===== src/rtl/uart_pkg.sv =====
// Shared types and defaults for the UART transmit arbiter slice.
package uart_pkg;

    typedef enum logic [1:0] {
        IDLE      = 2'd0,
        ISSUE     = 2'd1,
        WAIT_BUSY = 2'd2,
        WAIT_DONE = 2'd3
    } uart_state_e;

    localparam int NUM_REQ_DEF      = 4;
    localparam int BUSY_TIMEOUT_DEF = 15;

    // Round-robin successor of a granted index.
    function automatic int rr_next(input int idx, input int n);
        return (idx + 1) % n;
    endfunction

endpackage


===== src/rtl/uart_tx_arbiter_if.sv =====
// Bundle between the requesters, the arbiter and the shared tx engine.
interface uart_tx_arbiter_if
    import uart_pkg::*;
#(
    parameter int NUM_REQ = NUM_REQ_DEF,
    parameter int DATA_W  = 8
) ();

    localparam int ID_W = $clog2(NUM_REQ);

    // Handshake: a requester raises req[i] with its byte on req_data and holds
    // both until ack[i] pulses for one cycle; that cycle is also the single
    // tx_start pulse, and tx_data stays stable until the arbiter is idle again.
    logic [NUM_REQ-1:0]        req;
    logic [NUM_REQ*DATA_W-1:0] req_data;
    logic [NUM_REQ-1:0]        ack;
    logic                      tx_start;
    logic [DATA_W-1:0]         tx_data;
    logic                      tx_busy;
    logic [ID_W-1:0]           grant_id;
    logic                      active;
    logic                      err_timeout;
    uart_state_e               dbg_state;

    modport master (
        output req, req_data, tx_busy,
        input  ack, tx_start, tx_data, grant_id, active, err_timeout, dbg_state
    );

    modport slave (
        input  req, req_data, tx_busy,
        output ack, tx_start, tx_data, grant_id, active, err_timeout, dbg_state
    );

endinterface


===== src/rtl/uart_rr_pick.sv =====
// Combinational round-robin picker: lowest set request at or above the pointer, wrapping.
module uart_rr_pick
    import uart_pkg::*;
#(
    parameter  int NUM_REQ = NUM_REQ_DEF,
    localparam int ID_W    = $clog2(NUM_REQ)
) (
    input  logic [NUM_REQ-1:0] req_i,
    input  logic [ID_W-1:0]    ptr_i,
    output logic [ID_W-1:0]    winner_o,
    output logic               valid_o
);

    logic [2*NUM_REQ-1:0] dbl_req;
    logic [2*NUM_REQ-1:0] above_ptr;
    logic [2*NUM_REQ-1:0] masked;
    int                   first;

    // The upper copy of req supplies the wrapped-around candidates.
    always_comb begin
        dbl_req   = {req_i, req_i};
        above_ptr = {(2*NUM_REQ){1'b1}} << ptr_i;
        masked    = dbl_req & above_ptr;
        first     = 0;
        for (int i = 2*NUM_REQ-1; i >= 0; i--) begin
            if (masked[i]) first = i;
        end
        winner_o  = ID_W'(first % NUM_REQ);
        valid_o   = |req_i;
    end

endmodule


===== src/rtl/uart_tx_arbiter.sv =====
// Round-robin arbiter sharing one UART tx engine, with busy tracking and a start-ack timeout.
module uart_tx_arbiter
    import uart_pkg::*;
#(
    parameter int NUM_REQ      = NUM_REQ_DEF,
    parameter int DATA_W       = 8,
    parameter int BUSY_TIMEOUT = BUSY_TIMEOUT_DEF
) (
    input logic              clk,
    input logic              rst_n,
    uart_tx_arbiter_if.slave bus
);

    localparam int ID_W  = $clog2(NUM_REQ);
    localparam int CNT_W = 8;
    // The error becomes visible BUSY_TIMEOUT cycles after the tx_start cycle.
    localparam logic [CNT_W-1:0] CNT_LAST = CNT_W'((BUSY_TIMEOUT >= 2) ? BUSY_TIMEOUT - 2 : 0);

    uart_state_e       state_q, state_d;
    logic [DATA_W-1:0] data_q, data_d;
    logic [ID_W-1:0]   gid_q, gid_d;
    logic [ID_W-1:0]   ptr_q, ptr_d;
    logic [CNT_W-1:0]  cnt_q, cnt_d;
    logic              err_q, err_d;

    logic [ID_W-1:0]    pick_idx;
    logic               pick_vld;
    logic               decide;
    logic [NUM_REQ-1:0] ack_vec;

    uart_rr_pick #(.NUM_REQ(NUM_REQ)) u_pick (
        .req_i    (bus.req),
        .ptr_i    (ptr_q),
        .winner_o (pick_idx),
        .valid_o  (pick_vld)
    );

    always_ff @(posedge clk or negedge rst_n) begin
        if (!rst_n) begin
            state_q <= IDLE;
            data_q  <= '0;
            gid_q   <= '0;
            ptr_q   <= '0;
            cnt_q   <= '0;
            err_q   <= 1'b0;
        end else begin
            state_q <= state_d;
            data_q  <= data_d;
            gid_q   <= gid_d;
            ptr_q   <= ptr_d;
            cnt_q   <= cnt_d;
            err_q   <= err_d;
        end
    end

    always_comb begin
        state_d = state_q;
        data_d  = data_q;
        gid_d   = gid_q;
        ptr_d   = ptr_q;
        cnt_d   = cnt_q;
        err_d   = err_q;
        decide  = 1'b0;

        case (state_q)
            IDLE: begin
                decide = !bus.tx_busy;
            end
            ISSUE: begin
                ptr_d   = ID_W'(rr_next(int'(gid_q), NUM_REQ));
                cnt_d   = '0;
                state_d = WAIT_BUSY;
            end
            WAIT_BUSY: begin
                if (bus.tx_busy) begin
                    state_d = WAIT_DONE;
                end else if (cnt_q >= CNT_LAST) begin
                    err_d   = 1'b1;
                    state_d = IDLE;
                end else begin
                    cnt_d = cnt_q + 1'b1;
                end
            end
            WAIT_DONE: begin
                // The cycle busy drops already counts as an idle decision cycle.
                if (!bus.tx_busy) begin
                    state_d = IDLE;
                    decide  = 1'b1;
                end
            end
            default: begin
                state_d = IDLE;
            end
        endcase

        if (decide && pick_vld) begin
            data_d  = bus.req_data[int'(pick_idx)*DATA_W +: DATA_W];
            gid_d   = pick_idx;
            state_d = ISSUE;
        end
    end

    always_comb begin
        ack_vec = '0;
        if (state_q == ISSUE) ack_vec[gid_q] = 1'b1;
    end

    assign bus.ack         = ack_vec;
    assign bus.tx_start    = (state_q == ISSUE);
    assign bus.tx_data     = data_q;
    assign bus.grant_id    = gid_q;
    assign bus.active      = (state_q != IDLE);
    assign bus.err_timeout = err_q;
    assign bus.dbg_state   = state_q;

endmodule


===== src/flat_wrapper.sv =====
// flat-port wrapper written by rule: the top's interface ports become plain ports
module uart_tx_arbiter_flat import uart_pkg::*;
#(
    parameter int NUM_REQ      = NUM_REQ_DEF,
    parameter int DATA_W       = 8,
    parameter int BUSY_TIMEOUT = BUSY_TIMEOUT_DEF
)
  (clk, rst_n, bus_req, bus_req_data, bus_tx_busy, bus_ack, bus_tx_start, bus_tx_data, bus_grant_id, bus_active, bus_err_timeout, bus_dbg_state);
  uart_tx_arbiter_if #(.NUM_REQ(NUM_REQ), .DATA_W(DATA_W)) bus_i ();
  input logic clk;
  input logic rst_n;
  input wire logic [$bits(bus_i.req)-1:0] bus_req;
  input wire logic [$bits(bus_i.req_data)-1:0] bus_req_data;
  input wire logic [$bits(bus_i.tx_busy)-1:0] bus_tx_busy;
  output wire logic [$bits(bus_i.ack)-1:0] bus_ack;
  output wire logic [$bits(bus_i.tx_start)-1:0] bus_tx_start;
  output wire logic [$bits(bus_i.tx_data)-1:0] bus_tx_data;
  output wire logic [$bits(bus_i.grant_id)-1:0] bus_grant_id;
  output wire logic [$bits(bus_i.active)-1:0] bus_active;
  output wire logic [$bits(bus_i.err_timeout)-1:0] bus_err_timeout;
  output wire logic [$bits(bus_i.dbg_state)-1:0] bus_dbg_state;
  assign bus_i.req = bus_req;
  assign bus_i.req_data = bus_req_data;
  assign bus_i.tx_busy = bus_tx_busy;
  assign bus_ack = bus_i.ack;
  assign bus_tx_start = bus_i.tx_start;
  assign bus_tx_data = bus_i.tx_data;
  assign bus_grant_id = bus_i.grant_id;
  assign bus_active = bus_i.active;
  assign bus_err_timeout = bus_i.err_timeout;
  assign bus_dbg_state = bus_i.dbg_state;
  uart_tx_arbiter #(.NUM_REQ(NUM_REQ), .DATA_W(DATA_W), .BUSY_TIMEOUT(BUSY_TIMEOUT)) u_core (.clk(clk), .rst_n(rst_n), .bus(bus_i));
endmodule

===== config.mk =====
export PLATFORM = sky130hd
export DESIGN_NAME = uart_tx_arbiter_flat
export DESIGN_NICKNAME = d
export VERILOG_FILES = /design/src/rtl/uart_pkg.sv /design/src/rtl/uart_tx_arbiter_if.sv /design/src/rtl/uart_rr_pick.sv /design/src/rtl/uart_tx_arbiter.sv /design/src/flat_wrapper.sv
export SDC_FILE = /design/constraint.sdc
export NUM_CORES = 1
export LEC_CHECK = 0
export CORE_UTILIZATION = 30
export CTS_BUF_LIST = sky130_fd_sc_hd__clkbuf_16
export DETAILED_ROUTE_END_ITERATION = 16
export SYNTH_ARGS = -nofsm -noshare
export SYNTH_HDL_FRONTEND = slang
export SYNTH_SLANG_ARGS = --single-unit

===== constraint.sdc =====
create_clock -name clk -period 5.1 [get_ports clk]
set_input_delay 1.02 -clock clk [delete_from_list [all_inputs] [get_ports clk]]
set_output_delay 1.02 -clock clk [all_outputs]
set_load 0.02 [all_outputs]

==> results_dict.tcl, run 1 <==
set metrics [dict create \
    avgRoutedWirePerCell_um 14.3 \
    antenna_left 0 \
    grt_pass1_vias 1507 \
    cts_tree "yes" \
    htreeDepth 1 \
    routed_wl_mm 4.15 \
    min_period_ns 2.90 \
    numClockSinks 23 \
    avgSynthCellArea_sq_um 9.96 \
    timing.rr.end "u_core.bus.tx_data[4]" \
    synthesis.area_sq_um 1660 \
    die_w_um 76.5 \
    yosysSeqAreaShare 0.346 \
    worst-r2r-setup-slack_ns 2.89 \
    maxCapViolCount 0 \
    fin_area_sq_um 2340 \
    hold_viol_final 0 \
    holdWs_ns 0.465 \
    grt_max_degree 25 \
    cp.arrival_ns 3.02 \
    worstHoldPathType "reg -> reg" \
    ir_drop_mv 0.269 \
    cts_root_buf "clkbuf_16" \
    finalMaxSlewViolations 0 \
    hold_depth 1 \
    antenna_found_initial 0 \
    routabilityCongestion 0.772 \
    netlist_instances 167 \
    tns_ns 0 \
    first_pass_iters 4 \
    row_count 26 \
    layout_worst_path_cycle_share 0.568 \
    p_leak_nw 1.01 \
    max_slew_margin 0.281 \
    clock.fmax_ghz 0.345 \
    ioPinCount 58 \
    ys.flop_type "dfrtp_1" \
    ys_seq_elements 23 \
    multi_input_area_sq_um 978 \
    cts_hold_buf 0 \
    place_area_sq_um 2260 \
    r2r-start "u_core.bus.dbg_state[0]" \
    clockBufferDepth 2 \
    cp-start-kind "input pin" \
    crit_required_ns 5.23 \
    setup_viol 0 \
    yosysWarnings 0 \
    worstHoldStart "u_core.bus.err_timeout" \
    cts_buffers 3 \
    regArea_sq_um 576 \
    grt_pass1_wl_mm 7.21 \
    crit_buf_inv 1 \
    dieHeight_um 76.5 \
    max_stage_delay_ns 0.58 \
    crit_slowest_cell "nor3_4" \
    nFillCells 509 \
    post-cts-setup-buffers 0 \
    finalNetCount 271 \
    cts_resized 0 \
    synthesis.nets 217 \
    async_flop_share 1.00 \
    syn2layout_area_growth_pct 40.6 \
    skew_ns 0.00145 \
    track_usage 0.152 \
    critPathCaptureType "flop" \
    synth_edf_count 0 \
    drtIter0Drc 44 \
    worst_pin_slew_ns 1.07 \
    path_delay_family "simple AND/OR/NAND/NOR gates" \
    core_sq_um 5240 \
    via_count 1444 \
    start_util 0.317 \
    cp_cell_sequence "clkdlybuf4s50_1 -> nor2b_1 -> o21a_1 -> nor3_4 -> mux2i_1 -> o211ai_2" \
    critical_path_class "in -> reg" \
    final_cells 290 \
    rsz0062_at_grt "no" \
    hpwl_mm 3.12 \
    status "complete, no violations" \
    cts.clk_slew.worst_paths_ns 0.06 \
    p_per_area_nw_per_um2 489 \
    port_buffers 57 \
    via_per_inst 4.98 \
    reg2reg_depth 6 \
    drc 0 \
    dp.cells 286 \
    ys_types 39 \
    gr-total-overflow 0 \
    worstHoldEndpoint "u_core.bus.err_timeout" \
    drive_above_1_share 0.0909 \
    die_area_sq_um 5840 \
    critPathMaxFanout 9 \
    worstSkewPairLatency_ns 0.26 \
    antennaDiodeCount 0 \
]
==> metrics by stage <==
step / power, mW / worst slack, ns / utilization
after floorplan: 0.765 / 2.82 / -
after global placement: 0.971 / 1.95 / 0.431
after detailed placement: 0.982 / 1.91 / 0.431
after CTS: 1.16 / 2.18 / 0.446
after global routing: 1.24 / 2.07 / 0.446
final: 1.14 / 2.20 / 0.446
==> worst max-delay path by stage <==
stage / from / endpoint / depth (start not counted)
3_3_place_gp: bus_req[3] / u_core.bus.tx_data[5] / 5
6_report: bus_req[3] / u_core.bus.tx_data[7] / 6
2_1_floorplan: bus_req[0] / u_core.bus.grant_id[0] / 4
3_5_place_dp: bus_req[3] / u_core.bus.tx_data[4] / 5
4_1_cts: u_core.bus.dbg_state[1] / bus_ack[2] / 4
5_1_grt: bus_req[3] / u_core.bus.tx_data[7] / 6
==> cell usage after synthesis, types with 2 or more instances <==
cell	number	area, sq um
mux2i_1	10	100
o211ai_2	8	100
nand4_1	8	50.1
nand2_1	17	63.8
nor2b_1	5	31.3
a21oi_1	2	10.0
o31ai_1	8	60.1
and2_1	4	25.0
a211o_1	8	70.1
buf_6	4	45.0
o21ai_0	6	30.0
nand3_1	2	10.0
ha_1	11	138
inv_1	12	45.0
buf_2	3	15.0
xnor2_1	2	17.5
a211oi_1	3	22.5
nor2_1	7	26.3
a21o_1	4	30.0
nand2b_1	2	12.5
dfrtp_1	23	576
==> per-layer routing <==
metal | wire, um | share of wire | global-route usage
met1 | 1860 | 0.45 | 0.209
met2 | 2070 | 0.50 | 0.243
met3 | 212 | 0.051 | 0.0383
met4 | 14 | 0.0034 | 0.0231
met5 | 0 | 0 | 0
==> final cells by class <==
cell class                      instances  area share
Clock inverter                          1     0.00214
Sequential cell                        23       0.246
Tap cell                               70      0.0375
Inverter                               12      0.0193
Clock buffer                            3      0.0321
Timing Repair Buffer                   57       0.244
Multi-Input combinational cell        124       0.419
==> worst register-to-register path: stages (launching register included) <==
cell	delay (ns)
dfrtp_1	0.40
inv_1	0.10
ha_1	0.29
inv_1	0.21
o2111ai_4	0.37
nand2b_1	0.49
o211ai_2	0.27
==> layout by cell type (no fill, tap or decap), drive strengths merged, types with 2 or more instances in the layout <==
cell | netlist | layout
clkdlybuf4s50 | 0 | 57
dfrtp | 23 | 23
nand2 | 18 | 18
inv | 12 | 12
ha | 11 | 11
mux2i | 10 | 10
o211ai | 9 | 9
nand4 | 8 | 8
o31ai | 8 | 8
a211o | 8 | 8
nor2 | 7 | 7
o21ai | 7 | 7
nor2b | 5 | 5
and2 | 4 | 4
a21o | 4 | 4
a211oi | 3 | 3
clkbuf | 1 | 3
a21oi | 3 | 3
nand2b | 2 | 2
nand3 | 2 | 2
xnor2 | 2 | 2
==> logic make-up (layout without fill, tap and decap cells) <==
kind of cell    Yosys count  in the layout  share of synthesized area
compound gates           50             50                      0.265
mux                      11             11                     0.0670
buf+inv                  20             73                     0.0655
fa+ha+maj                11             11                     0.0828
flops                    23             23                      0.346
simple gates             50             50                      0.163
xor+xnor                  2              2                     0.0105
==> report_power, final <==
| part | switching [mW] | internal, mW | leakage (nW) | total [mW] |
|---|---|---|---|---|
| sequential | 0.0561 | 0.242 | 0.297 | 0.298 |
| combinational | 0.372 | 0.300 | 0.669 | 0.672 |
| clock | 0.0671 | 0.106 | 0.0409 | 0.173 |
==> flip-flops by register name, summed over array words and instances (netlist names) <==
signal and cells:
u_core.cnt_q 8, u_core.bus.dbg_state 2, u_core.bus.tx_data 8, u_core.bus.err_timeout 1
u_core.bus.grant_id 2, u_core.ptr_q 2
No activity file was read; power rests on OpenSTA's default activity.
==> inputs of run 2 (changes only) <==
==> constraint.sdc (replaced) <==
create_clock -name clk -period 2.6 [get_ports clk]
set_input_delay 0.52 -clock clk [delete_from_list [all_inputs] [get_ports clk]]
set_output_delay 0.52 -clock clk [all_outputs]
set_load 0.02 [all_outputs]
==> results_dict.tcl, run 2 (synthesized netlist as in run 1, its figures left out) <==
set metrics [dict create \
    fin_area_sq_um 2400 \
    post-cts-setup-buffers 0 \
    first_pass_iters 4 \
    hold_viol_final 0 \
    via_count 1498 \
    antenna_left 0 \
    maxCapViolCount 0 \
    worstSkewPairLatency_ns 0.25 \
    holdWs_ns 0.455 \
    numClockSinks 23 \
    cp.arrival_ns 1.91 \
    start_util 0.317 \
    worstHoldPathType "reg -> reg" \
    dieHeight_um 76.5 \
    place_area_sq_um 2320 \
    syn2layout_area_growth_pct 44.6 \
    rsz0062_at_grt "no" \
    ir_drop_mv 0.489 \
    gr-usage-met1 0.196 \
    core_sq_um 5240 \
    die_area_sq_um 5840 \
    busiest_layer "met2" \
    gr-total-overflow 0 \
    cts_hold_buf 0 \
    drtIter0Drc 72 \
    layout_worst_path_cycle_share 0.936 \
    port_buffers 57 \
    crit_slowest_cell "clkdlybuf4s50_1" \
    cts_root_buf "clkbuf_16" \
    nFillCells 495 \
    ioPinCount 58 \
    max_stage_delay_ns 0.59 \
    max_slew_margin 0.678 \
    critical_path_class "reg -> out" \
    grt_pass1_vias 1551 \
    cts_buffers 3 \
    cts_tree "yes" \
    worst_pin_slew_ns 0.483 \
    skew_ns 0.00148 \
    final_cell_mix "clkdlybuf4s50_1, dfrtp_1, nand2_1" \
    routed_wl_mm 4.33 \
    cp_cell_sequence "inv_1 -> ha_1 -> and2_1 -> clkdlybuf4s50_1" \
    p_per_area_nw_per_um2 963 \
    tns_ns 0 \
    drc 0 \
    p_leak_nw 1.05 \
    r2r-start "u_core.bus.dbg_state[0]" \
    worstHoldStart "u_core.bus.err_timeout" \
    die_w_um 76.5 \
    multi_input_area_sq_um 978 \
    globalRouteMet3Util 0.0311 \
    grt_max_degree 24 \
    regArea_sq_um 576 \
    final_util 0.459 \
    hpwl_mm 3.30 \
    row_count 26 \
    met2_usage 0.271 \
    drive_above_1_share 0.127 \
    status "complete, no violations" \
    clockBufferDepth 2 \
    cp-start-kind "flop" \
    setup_viol 0 \
    crit_required_ns 2.08 \
    htreeDepth 1 \
    grt_pass1_wl_mm 7.26 \
    critPathMaxFanout 9 \
    antenna_found_initial 0 \
    routabilityCongestion 0.754 \
    critPathCaptureType "primary output" \
    min_period_ns 2.43 \
    antennaDiodeCount 0 \
    cts_resized 0 \
    avgRoutedWirePerCell_um 14.5 \
    finalNetCount 280 \
    cts.clk_slew.worst_paths_ns 0.06 \
    finalMaxSlewViolations 0 \
    clock.fmax_ghz 0.411 \
    layout_commonest_cell "clkdlybuf4s50_1" \
    crit_start "u_core.bus.dbg_state[1]" \
    via_per_inst 5.01 \
    track_usage 0.155 \
]
-- run 2: cell count changes in the layout (fill, tap and decap cells not counted), sizes merged --
cell  delta
buf      +9
-- run 2: stage by stage --
step	setup WS, ns	power [mW]	cells
4_1_cts	0.166	2.34	299
3_3_place_gp	0.226	1.97	295
3_5_place_dp	0.208	1.99	295
5_1_grt	0.0269	2.49	299
2_1_floorplan	0.819	1.50	167
6_report	0.166	2.32	299
-- run 2: critical path: cells and delay by family, from the launching register on --
kind,cells,cell delay [ns]
simple gates,1,0.18
flops,1,0.41
buf+inv,2,0.71
fa+ha+maj,1,0.35
-- run 2: path summary, 6_finish.rpt --
path	slack [ns]	cells past startpoint	end
setup / recovery	0.17	4	bus_ack[3]
hold / removal	0.45	1	u_core.bus.err_timeout
setup reg to reg	0.58	7	u_core.bus.tx_data[6]
hold reg to reg	0.45	1	u_core.bus.err_timeout
max in group asynchronous	1.73	2	u_core.bus.grant_id[1]
min in group asynchronous	0.62	2	u_core.bus.tx_data[1]
-- run 2: cell type report --
| cell class | instances | area share |
|---|---|---|
| multi-input combinational | 124 | 0.407 |
| sequential | 23 | 0.239 |
| inverter | 12 | 0.0187 |
| clock inverter | 1 | 0.00208 |
| clock buffer | 3 | 0.0312 |
| timing repair buffer | 66 | 0.265 |
| tap | 70 | 0.0364 |
-- run 2: power breakdown --
group | internal (mW) | total, mW | switching (mW)
Combinational | 0.636 | 1.39 | 0.755
Sequential | 0.474 | 0.587 | 0.113
Clock | 0.207 | 0.340 | 0.133
Total | 1.32 | 2.32 | 1.00
-- run 2: routing by layer --
metal / up-vias / share of wire
met3: 2 / 0.044
li1: 743 / -
met5: - / 0
met4: 0 / 0.0048
met1: 712 / 0.45
met2: 41 / 0.50
